===== src/rtl/bus_noc_rx_bridge_if.sv =====
// Bus-side and router-side signals of the receive bridge, bundled for port hookup.
// slave: bridge view. master: the bus/router environment that drives it.
interface bus_noc_rx_bridge_if #(
    parameter int FLIT_WIDTH = 32
);
    logic                  rx_b;
    logic [FLIT_WIDTH-1:0] data_in_b;
    logic [FLIT_WIDTH-1:0] tx_addr_b;
    logic                  credit_o_b;
    logic                  tx;
    logic [FLIT_WIDTH-1:0] data_out;
    logic                  credit_i;
    logic                  receiving;
    logic [15:0]           pkt_count;

    modport slave (
        input  rx_b, data_in_b, tx_addr_b, credit_i,
        output credit_o_b, tx, data_out, receiving, pkt_count
    );

    modport master (
        output rx_b, data_in_b, tx_addr_b, credit_i,
        input  credit_o_b, tx, data_out, receiving, pkt_count
    );
endinterface


===== src/rtl/bus_noc_rx_bridge.sv =====
// Captures bus packets addressed to this router into a first-word fall-through FIFO
// and replays them into the router local port using the credit handshake.
module bus_noc_rx_bridge #(
    parameter logic [15:0] ROUTER_ADDRESS = 16'h0000,
    parameter int          FLIT_WIDTH     = 32,
    parameter int          FIFO_DEPTH     = 8
) (
    input  logic               clock,
    input  logic               reset,
    bus_noc_rx_bridge_if.slave bus
);
    localparam int AW = $clog2(FIFO_DEPTH);

    localparam logic [1:0] S_IDLE    = 2'd0;
    localparam logic [1:0] S_SIZE    = 2'd1;
    localparam logic [1:0] S_PAYLOAD = 2'd2;

    logic [1:0]            r_state;
    logic [1:0]            w_state_next;
    logic [15:0]           r_remaining;
    logic [15:0]           w_remaining_next;
    logic [15:0]           r_pkt_count;
    logic                  w_pkt_done;
    logic [AW:0]           r_wr_ptr;
    logic [AW:0]           r_rd_ptr;
    logic [FLIT_WIDTH-1:0] r_mem [FIFO_DEPTH];
    logic [FLIT_WIDTH-1:0] r_last_head;
    logic [FLIT_WIDTH-1:0] w_head;
    logic                  w_full;
    logic                  w_empty;
    logic                  w_credit;
    logic                  w_push;
    logic                  w_pop;
    logic                  w_addr_match;

    assign w_empty      = (r_wr_ptr == r_rd_ptr);
    assign w_full       = (r_wr_ptr[AW-1:0] == r_rd_ptr[AW-1:0]) && (r_wr_ptr[AW] != r_rd_ptr[AW]);
    assign w_addr_match = (bus.tx_addr_b[15:0] == ROUTER_ADDRESS);

    // Destination address only gates the header; the rest of a packet follows unconditionally.
    always_comb begin
        w_credit = 1'b0;
        case (r_state)
            S_IDLE:  w_credit = w_addr_match && !w_full;
            default: w_credit = !w_full;
        endcase
    end

    assign bus.credit_o_b = reset && w_credit;
    assign w_push         = bus.rx_b && bus.credit_o_b;
    assign w_pop          = !w_empty && bus.credit_i;

    always_comb begin
        w_state_next     = r_state;
        w_remaining_next = r_remaining;
        w_pkt_done       = 1'b0;
        if (w_push) begin
            case (r_state)
                S_IDLE: w_state_next = S_SIZE;
                S_SIZE: begin
                    w_remaining_next = bus.data_in_b[15:0];
                    if (bus.data_in_b[15:0] == 16'd0) begin
                        w_state_next = S_IDLE;
                        w_pkt_done   = 1'b1;
                    end else begin
                        w_state_next = S_PAYLOAD;
                    end
                end
                S_PAYLOAD: begin
                    w_remaining_next = r_remaining - 16'd1;
                    if (r_remaining == 16'd1) begin
                        w_state_next = S_IDLE;
                        w_pkt_done   = 1'b1;
                    end
                end
                default: w_state_next = S_IDLE;
            endcase
        end
    end

    always_ff @(posedge clock or negedge reset) begin
        if (!reset) begin
            r_state     <= S_IDLE;
            r_remaining <= 16'd0;
            r_pkt_count <= 16'd0;
        end else begin
            r_state     <= w_state_next;
            r_remaining <= w_remaining_next;
            if (w_pkt_done) begin
                r_pkt_count <= r_pkt_count + 16'd1;
            end
        end
    end

    // Storage carries no reset; the pointers alone define which entries are valid.
    always_ff @(posedge clock) begin
        if (w_push) begin
            r_mem[r_wr_ptr[AW-1:0]] <= bus.data_in_b;
        end
    end

    assign w_head = r_mem[r_rd_ptr[AW-1:0]];

    always_ff @(posedge clock or negedge reset) begin
        if (!reset) begin
            r_wr_ptr    <= '0;
            r_rd_ptr    <= '0;
            r_last_head <= '0;
        end else begin
            if (w_push) begin
                r_wr_ptr <= r_wr_ptr + 1'b1;
            end
            if (w_pop) begin
                r_rd_ptr    <= r_rd_ptr + 1'b1;
                r_last_head <= w_head;
            end
        end
    end

    // When empty, keep showing the flit that was last handed to the router.
    assign bus.tx        = !w_empty;
    assign bus.data_out  = w_empty ? r_last_head : w_head;
    assign bus.receiving = (r_state == S_SIZE) || (r_state == S_PAYLOAD);
    assign bus.pkt_count = r_pkt_count;

endmodule


===== src/flat_wrapper.sv =====
// flat-port wrapper written by rule: the top's interface ports become plain ports
module bus_noc_rx_bridge_flat 
#(
    parameter logic [15:0] ROUTER_ADDRESS = 16'h0000,
    parameter int          FLIT_WIDTH     = 32,
    parameter int          FIFO_DEPTH     = 8
)
  (clock, reset, bus_rx_b, bus_data_in_b, bus_tx_addr_b, bus_credit_i, bus_credit_o_b, bus_tx, bus_data_out, bus_receiving, bus_pkt_count);
  bus_noc_rx_bridge_if #(.FLIT_WIDTH(FLIT_WIDTH)) bus_i ();
  input  logic clock;
  input  logic reset;
  input wire logic [$bits(bus_i.rx_b)-1:0] bus_rx_b;
  input wire logic [$bits(bus_i.data_in_b)-1:0] bus_data_in_b;
  input wire logic [$bits(bus_i.tx_addr_b)-1:0] bus_tx_addr_b;
  input wire logic [$bits(bus_i.credit_i)-1:0] bus_credit_i;
  output wire logic [$bits(bus_i.credit_o_b)-1:0] bus_credit_o_b;
  output wire logic [$bits(bus_i.tx)-1:0] bus_tx;
  output wire logic [$bits(bus_i.data_out)-1:0] bus_data_out;
  output wire logic [$bits(bus_i.receiving)-1:0] bus_receiving;
  output wire logic [$bits(bus_i.pkt_count)-1:0] bus_pkt_count;
  assign bus_i.rx_b = bus_rx_b;
  assign bus_i.data_in_b = bus_data_in_b;
  assign bus_i.tx_addr_b = bus_tx_addr_b;
  assign bus_i.credit_i = bus_credit_i;
  assign bus_credit_o_b = bus_i.credit_o_b;
  assign bus_tx = bus_i.tx;
  assign bus_data_out = bus_i.data_out;
  assign bus_receiving = bus_i.receiving;
  assign bus_pkt_count = bus_i.pkt_count;
  bus_noc_rx_bridge #(.ROUTER_ADDRESS(ROUTER_ADDRESS), .FLIT_WIDTH(FLIT_WIDTH), .FIFO_DEPTH(FIFO_DEPTH)) u_core (.clock(clock), .reset(reset), .bus(bus_i));
endmodule

===== config.mk =====
export PLATFORM = sky130hd
export DESIGN_NAME = bus_noc_rx_bridge_flat
export DESIGN_NICKNAME = d
export VERILOG_FILES = /design/src/rtl/bus_noc_rx_bridge_if.sv /design/src/rtl/bus_noc_rx_bridge.sv /design/src/flat_wrapper.sv
export SDC_FILE = /design/constraint.sdc
export NUM_CORES = 1
export LEC_CHECK = 0
export CAP_MARGIN = 20
export CELL_PAD_IN_SITES_DETAIL_PLACEMENT = 2
export CELL_PAD_IN_SITES_GLOBAL_PLACEMENT = 2
export CORE_UTILIZATION = 25
export DETAILED_ROUTE_END_ITERATION = 6
export DONT_BUFFER_PORTS = 1
export PLACE_DENSITY = 0.52
export SYNTH_ARGS = -nofsm -noshare
export SYNTH_HDL_FRONTEND = slang
export SYNTH_SLANG_ARGS = --single-unit

===== constraint.sdc =====
create_clock -name clock -period 8.2 [get_ports clock]
set_input_delay 1.23 -clock clock [delete_from_list [all_inputs] [get_ports clock]]
set_output_delay 1.23 -clock clock [all_outputs]
set_load 0.05 [all_outputs]

## Word level (Yosys, flattened, before mapping)

Memories as Yosys holds them, arrays and structs flattened.
Index checks and enable logic that the tools add are counted.

| cells by class | value |
|---|---|
| reduce and logical (&&, ||, !) cells | 14 |
| muxes and demuxes | 12 |
| $add $sub $neg | 4 |
| equal/unequal tests | 7 |

Operator list:

| cell | count |
|---|---|
| $logic_not 16->1 | 2 |
| $mux 32 | 1 |
| $pmux 16 s2 | 1 |
| $add 16x1->16 const B | 1 |
| $eq 16x1->1 const B | 1 |
| $sub 16x1->16 const B | 1 |
| $add 4x1->4 const B | 2 |
| $mux 1 | 6 |
| $pmux 2 s3 | 1 |
| $logic_and 1x1->1 | 5 |
| $eq 4x4->1 | 1 |
| $mux 2 | 2 |
| $reduce_and 2->1 | 2 |
| $eq 3x3->1 | 1 |
| $eq 2x1->1 const B | 1 |
| $eq 2x2->1 const B | 1 |
| $logic_not 1->1 | 2 |
| $logic_not 2->1 | 1 |
| $ne 2x1->1 const B | 1 |
| $pmux 1 s2 | 1 |
| $reduce_bool 2->1 | 1 |
| $logic_or 1x1->1 | 1 |
| $ne 1x1->1 | 1 |

| storage, ports and cells | value |
|---|---|
| output and inout port bits | 51 |
| memory bits (writable) | 256 |
| bits in registers | 74 |
| input port bits | 68 |
| memories | 1 |
| word-level logic and storage cells | 44 |

Memory list:

| memory | words | width | rd ports | clocked after Yosys merged registers in | write ports | RTL line | RTL |
|---|---|---|---|---|---|---|---|
| u_core.r_mem | 8 | 32 | 1 | 0 | 1 | bus_noc_rx_bridge.sv:26 | `logic [FLIT_WIDTH-1:0] r_mem [FIFO_DEPTH];` |

## Longest topological paths before layout

| depth | value |
|---|---|
| word-level depth | 9 |
| mapped depth | 8 |
| depth with buffers taken out | 7 |

## Worst setup path after synthesis

OpenSTA, ideal clock, no wires.

| timing path | value |
|---|---|
| path kind | input -> register |
| from | input port bus_tx_addr_b[9] |
| to | memory u_core.r_mem[2][0], enable pin |
| arrival | 5.898 ns |
| stages | 4 |
| path buffers | 0 |
| setup time | 0.513 ns |
| setup slack | 1.789 ns |
| required time | 7.687 ns |
| path through | or4_4 > o41ai_4 > nand4_2 > nor4b_1 |

| on the way | value |
|---|---|
| longest elaborated chain between the ends | 7 |

RTL lines:

| item | RTL line | RTL |
|---|---|---|
| from (decl) | flat_wrapper.sv:14 | `input wire logic [$bits(bus_i.tx_addr_b)-1:0] bus_tx_addr_b;` |
| $logic_not 16->1 | bus_noc_rx_bridge.sv:38 | `assign w_addr_match = (bus.tx_addr_b[15:0] == ROUTER_ADDRESS);` |
| $logic_and 1x1->1 | bus_noc_rx_bridge.sv:44 | `S_IDLE: w_credit = w_addr_match && !w_full;` |
| $mux 1 | bus_noc_rx_bridge.sv:43 | `case (r_state)` |
| $logic_and 1x1->1 | bus_noc_rx_bridge.sv:49 | `assign bus.credit_o_b = reset && w_credit;` |
| $logic_and 1x1->1 | bus_noc_rx_bridge.sv:50 | `assign w_push = bus.rx_b && bus.credit_o_b;` |
| $mux 1 | bus_noc_rx_bridge.sv:97 | `if (w_push) begin` |
| $mux 1 (not written as such) | bus_noc_rx_bridge.sv:98 | `r_mem[r_wr_ptr[AW-1:0]] <= bus.data_in_b;` |
| to (decl) | bus_noc_rx_bridge.sv:26 |  |

Every way passes these cells.

## Worst setup path after layout

| timing path | value |
|---|---|
| from | register u_core.r_rd_ptr[0] |
| to | output port bus_data_out[7] |

| on the way | value |
|---|---|
| longest elaborated chain between the ends | 2 |
| elaborated cells between the ends (all ways) | 3 |

RTL lines:

| item | RTL line | RTL |
|---|---|---|
| from (decl) | bus_noc_rx_bridge.sv:25 | `logic [AW:0] r_rd_ptr;` |
| from (signal assigned) | bus_noc_rx_bridge.sv:114 | `r_rd_ptr <= r_rd_ptr + 1'b1;` |
| $mem_v2 8x32 or $eq 4x4->1 (tied branches) | - |  |
| $mux 32 (*) | bus_noc_rx_bridge.sv:122 | `assign bus.data_out = w_empty ? r_last_head : w_head;` |
| to (decl) | flat_wrapper.sv:18 | `output wire logic [$bits(bus_i.data_out)-1:0] bus_data_out;` |

Every way passes the cells marked *; elsewhere a longest branch is shown, timed or not.

==> flow_summary.json <==
{
  "status": "finished, final reports clean",
  "hold_violations": 0,
  "htreeDepth": 2,
  "portBuffers": 0,
  "die-area_um2": 55000,
  "synthTopCellsByArea": "edfxtp_1, dfrtp_1, mux4_2",
  "clk_latency_ps": 550,
  "postSynthAreaPerCell_um2": 16.7,
  "first_pass_iters": 4,
  "wl_mm": 34.4,
  "ir_drop_mv": 0.146,
  "power_w": 0.00616,
  "fin_crit_ps": 4850,
  "syn_area_um2": 13500,
  "synthToLayoutAreaGrowth_pct": 15.9,
  "final_cell_count_no_fill": 1549,
  "drv_cap": 0,
  "synth_fp_nets": 889,
  "synth_top_area_share_pct": 56.8,
  "grt_use_total_pct": 12.9,
  "vias": 7209,
  "startpoint_type": "flop",
  "critPathArrivalTime_ps": 3620,
  "critPathRequiredTime_ps": 6970,
  "leakagePower_nw": 5.37,
  "synthSimpleGateAreaFrac_pct": 7.24,
  "yosysSeqAreaShare_pct": 70.5,
  "worst_slew_pin_slew_ps": 1170,
  "gp_congestion": 0.676,
  "layout.nets": 908,
  "fp.dieW_um": 235,
  "clk_path_buf_depth": 3,
  "cts_tree": "yes",
  "grt_pass1_wl_mm": 52.4,
  "fp.dieH_um": 235,
  "path_class": "reg2out",
  "relSlewSlack_pct": 22.6,
  "dp_cells": 1478,
  "grt_pass1_vias": 8013,
  "drive_gt1_share_pct": 19.9,
  "clock-sinks": 330,
  "rsz0062_at_grt": "no",
  "core_area_um2": 53000,
  "holdWs_ps": 387,
  "synth_seq_cells": 330,
  "worstPathMaxFanout": 38,
  "dpl_worst_slack_ps": 3660,
  "yosys_most_used_dff": "edfxtp_1",
  "max_freq_ghz": 0.206,
  "mostFrequentLayoutCells": "edfxtp_1, dfrtp_1, mux4_2",
  "drtIter0Drc": 388,
  "antenna_left": 0,
  "holdCritPathClass": "in2async",
  "synth-warning-count": 0,
  "synth_mux_area_share_pct": 13.5,
  "setup_viol": 0,
  "wl_per_cell_um": 22.2,
  "antenna_cells": 0,
  "rows": 84,
  "hpwl_mm": 20.2,
  "clkSlewWorstSetupHoldPaths_ps": 60,
  "drc": 0,
  "synth_compound_area_share_pct": 4.59,
  "ioPinCount": 119,
  "fillCellCount": 5454,
  "async_flop_share_pct": 22.4,
  "fin_setup_tns_ps": 0,
  "crit_path_end_kind": "primary output",
  "fin_crit_sh_pct": 59.2,
  "synth_cell_types": 49,
  "worst_slack_ps": 3350,
  "grt_antenna_before_repair": 0,
  "hold_buffers": 0,
  "grt_overflow": 0,
  "post_cts_buffers": 0,
  "numCtsBuffers": 39,
  "ctsRootBufferMaster": "clkbuf_16",
  "netlist_instances": 812,
  "synth_top_family_by_area": "multiplexers",
  "grt_max_degree": 80,
  "synth_top_area_cell": "edfxtp_1",
  "mostFrequentLayoutCell": "edfxtp_1",
  "synth_enable_flop_cells": 256,
  "synth-xor-area-share_pct": 1.62,
  "clock_skew_ps": 18.6,
  "synth-adder-area-share_pct": 0.833,
  "drv_slew": 0,
  "cts_resized": 0,
  "powerDensity_nw_per_um2": 393,
  "start_util_pct": 25.5,
  "avgViaCountPerCell": 4.65
}
## cells in the mapped netlist (all sizes together) (3+ instances only)
master and number:
mux2i 35, o21ai 42, nand4 12, mux4 64
or4 7, edfxtp 256, nand3 10, clkbuf 27
a211oi 3, nor3b 6, dfrtp 74, xnor2 10
nor4b 4, buf 19, and3 6, o22ai 10
nand2 51, and4 4, inv 9, nor4 11
mux2 3, ha 9, a21oi 45, nor3 15
xor2 15, nor2 48
## power by group
part           switching (W)  internal (W)  total, W
combinational        0.00154      0.000653   0.00220
clock               0.000694       0.00103   0.00172
sequential          0.000214       0.00202   0.00223
total                0.00245       0.00370   0.00616
## cells by family after synthesis
kind of cell               Yosys count
DFF                                330
muxes                              102
AOI/OAI and AO/OA                  110
buffers and inverters               55
xor gates and xnor gates            25
and+or+nand+nor                    181
adders and majority gates            9
## metal layers
layer  vias to the layer above  GRT usage, %  share of wire [%]
met4                         0          3.65                1.7
met1                      3814          16.9                 45
met2                       125          21.4                 49
li1                       3227             -                  -
met3                        43          2.89                4.7
met5                         -             0                  0
## worst paths after layout
path / depth (start not counted) / slack (ps) / to / from
worst min-delay path: 0 / 390 / u_core.r_remaining[2] / reset
worst max-delay path: 4 / 3350 / bus_data_out[7] / u_core.r_rd_ptr[0]
max in group asynchronous: 0 / 7670 / u_core.r_rd_ptr[0] / reset
worst max register to register: 6 / 4700 / u_core.r_mem[7][3] / u_core.r_rd_ptr[0]
min in group clock: 2 / 480 / u_core.r_last_head[6] / u_core.r_last_head[6]
worst min register to register: 2 / 480 / u_core.r_last_head[6] / u_core.r_last_head[6]
## registers in the layout, summed over array words and instances, names as in the netlist
| signal | flops |
|---|---|
| u_core.r_wr_ptr | 4 |
| u_core.r_remaining | 16 |
| u_core.r_last_head | 32 |
| u_core.r_mem | 256 |
| u_core.r_rd_ptr | 4 |
| u_core.bus.pkt_count | 16 |
| u_core.r_state | 2 |
## metrics by stage
step / utilization, % / area, um2
after floorplan: - / 13500
after global placement: 27.2 / 14400
after detailed placement: 27.2 / 14400
after CTS: 29.6 / 15700
after global routing: 29.6 / 15700
final: 29.6 / 15700
## layout make-up
type,instances,area (um2),area share [%]
Multi-Input combinational cell,427,3800,24.2
Tap cell,688,861,5.49
Clock buffer,54,1050,6.71
Clock inverter,17,203,1.29
Sequential cell,330,9550,60.9
Timing Repair Buffer,24,180,1.15
Inverter,9,33.8,0.216
## critical path, stage by stage, from the launching register on
cell	delay [ps]
dfrtp_4	860
buf_4	760
mux4_2	380
mux2i_1	100
a21oi_1	960
Power figures use the tool's default switching activity.
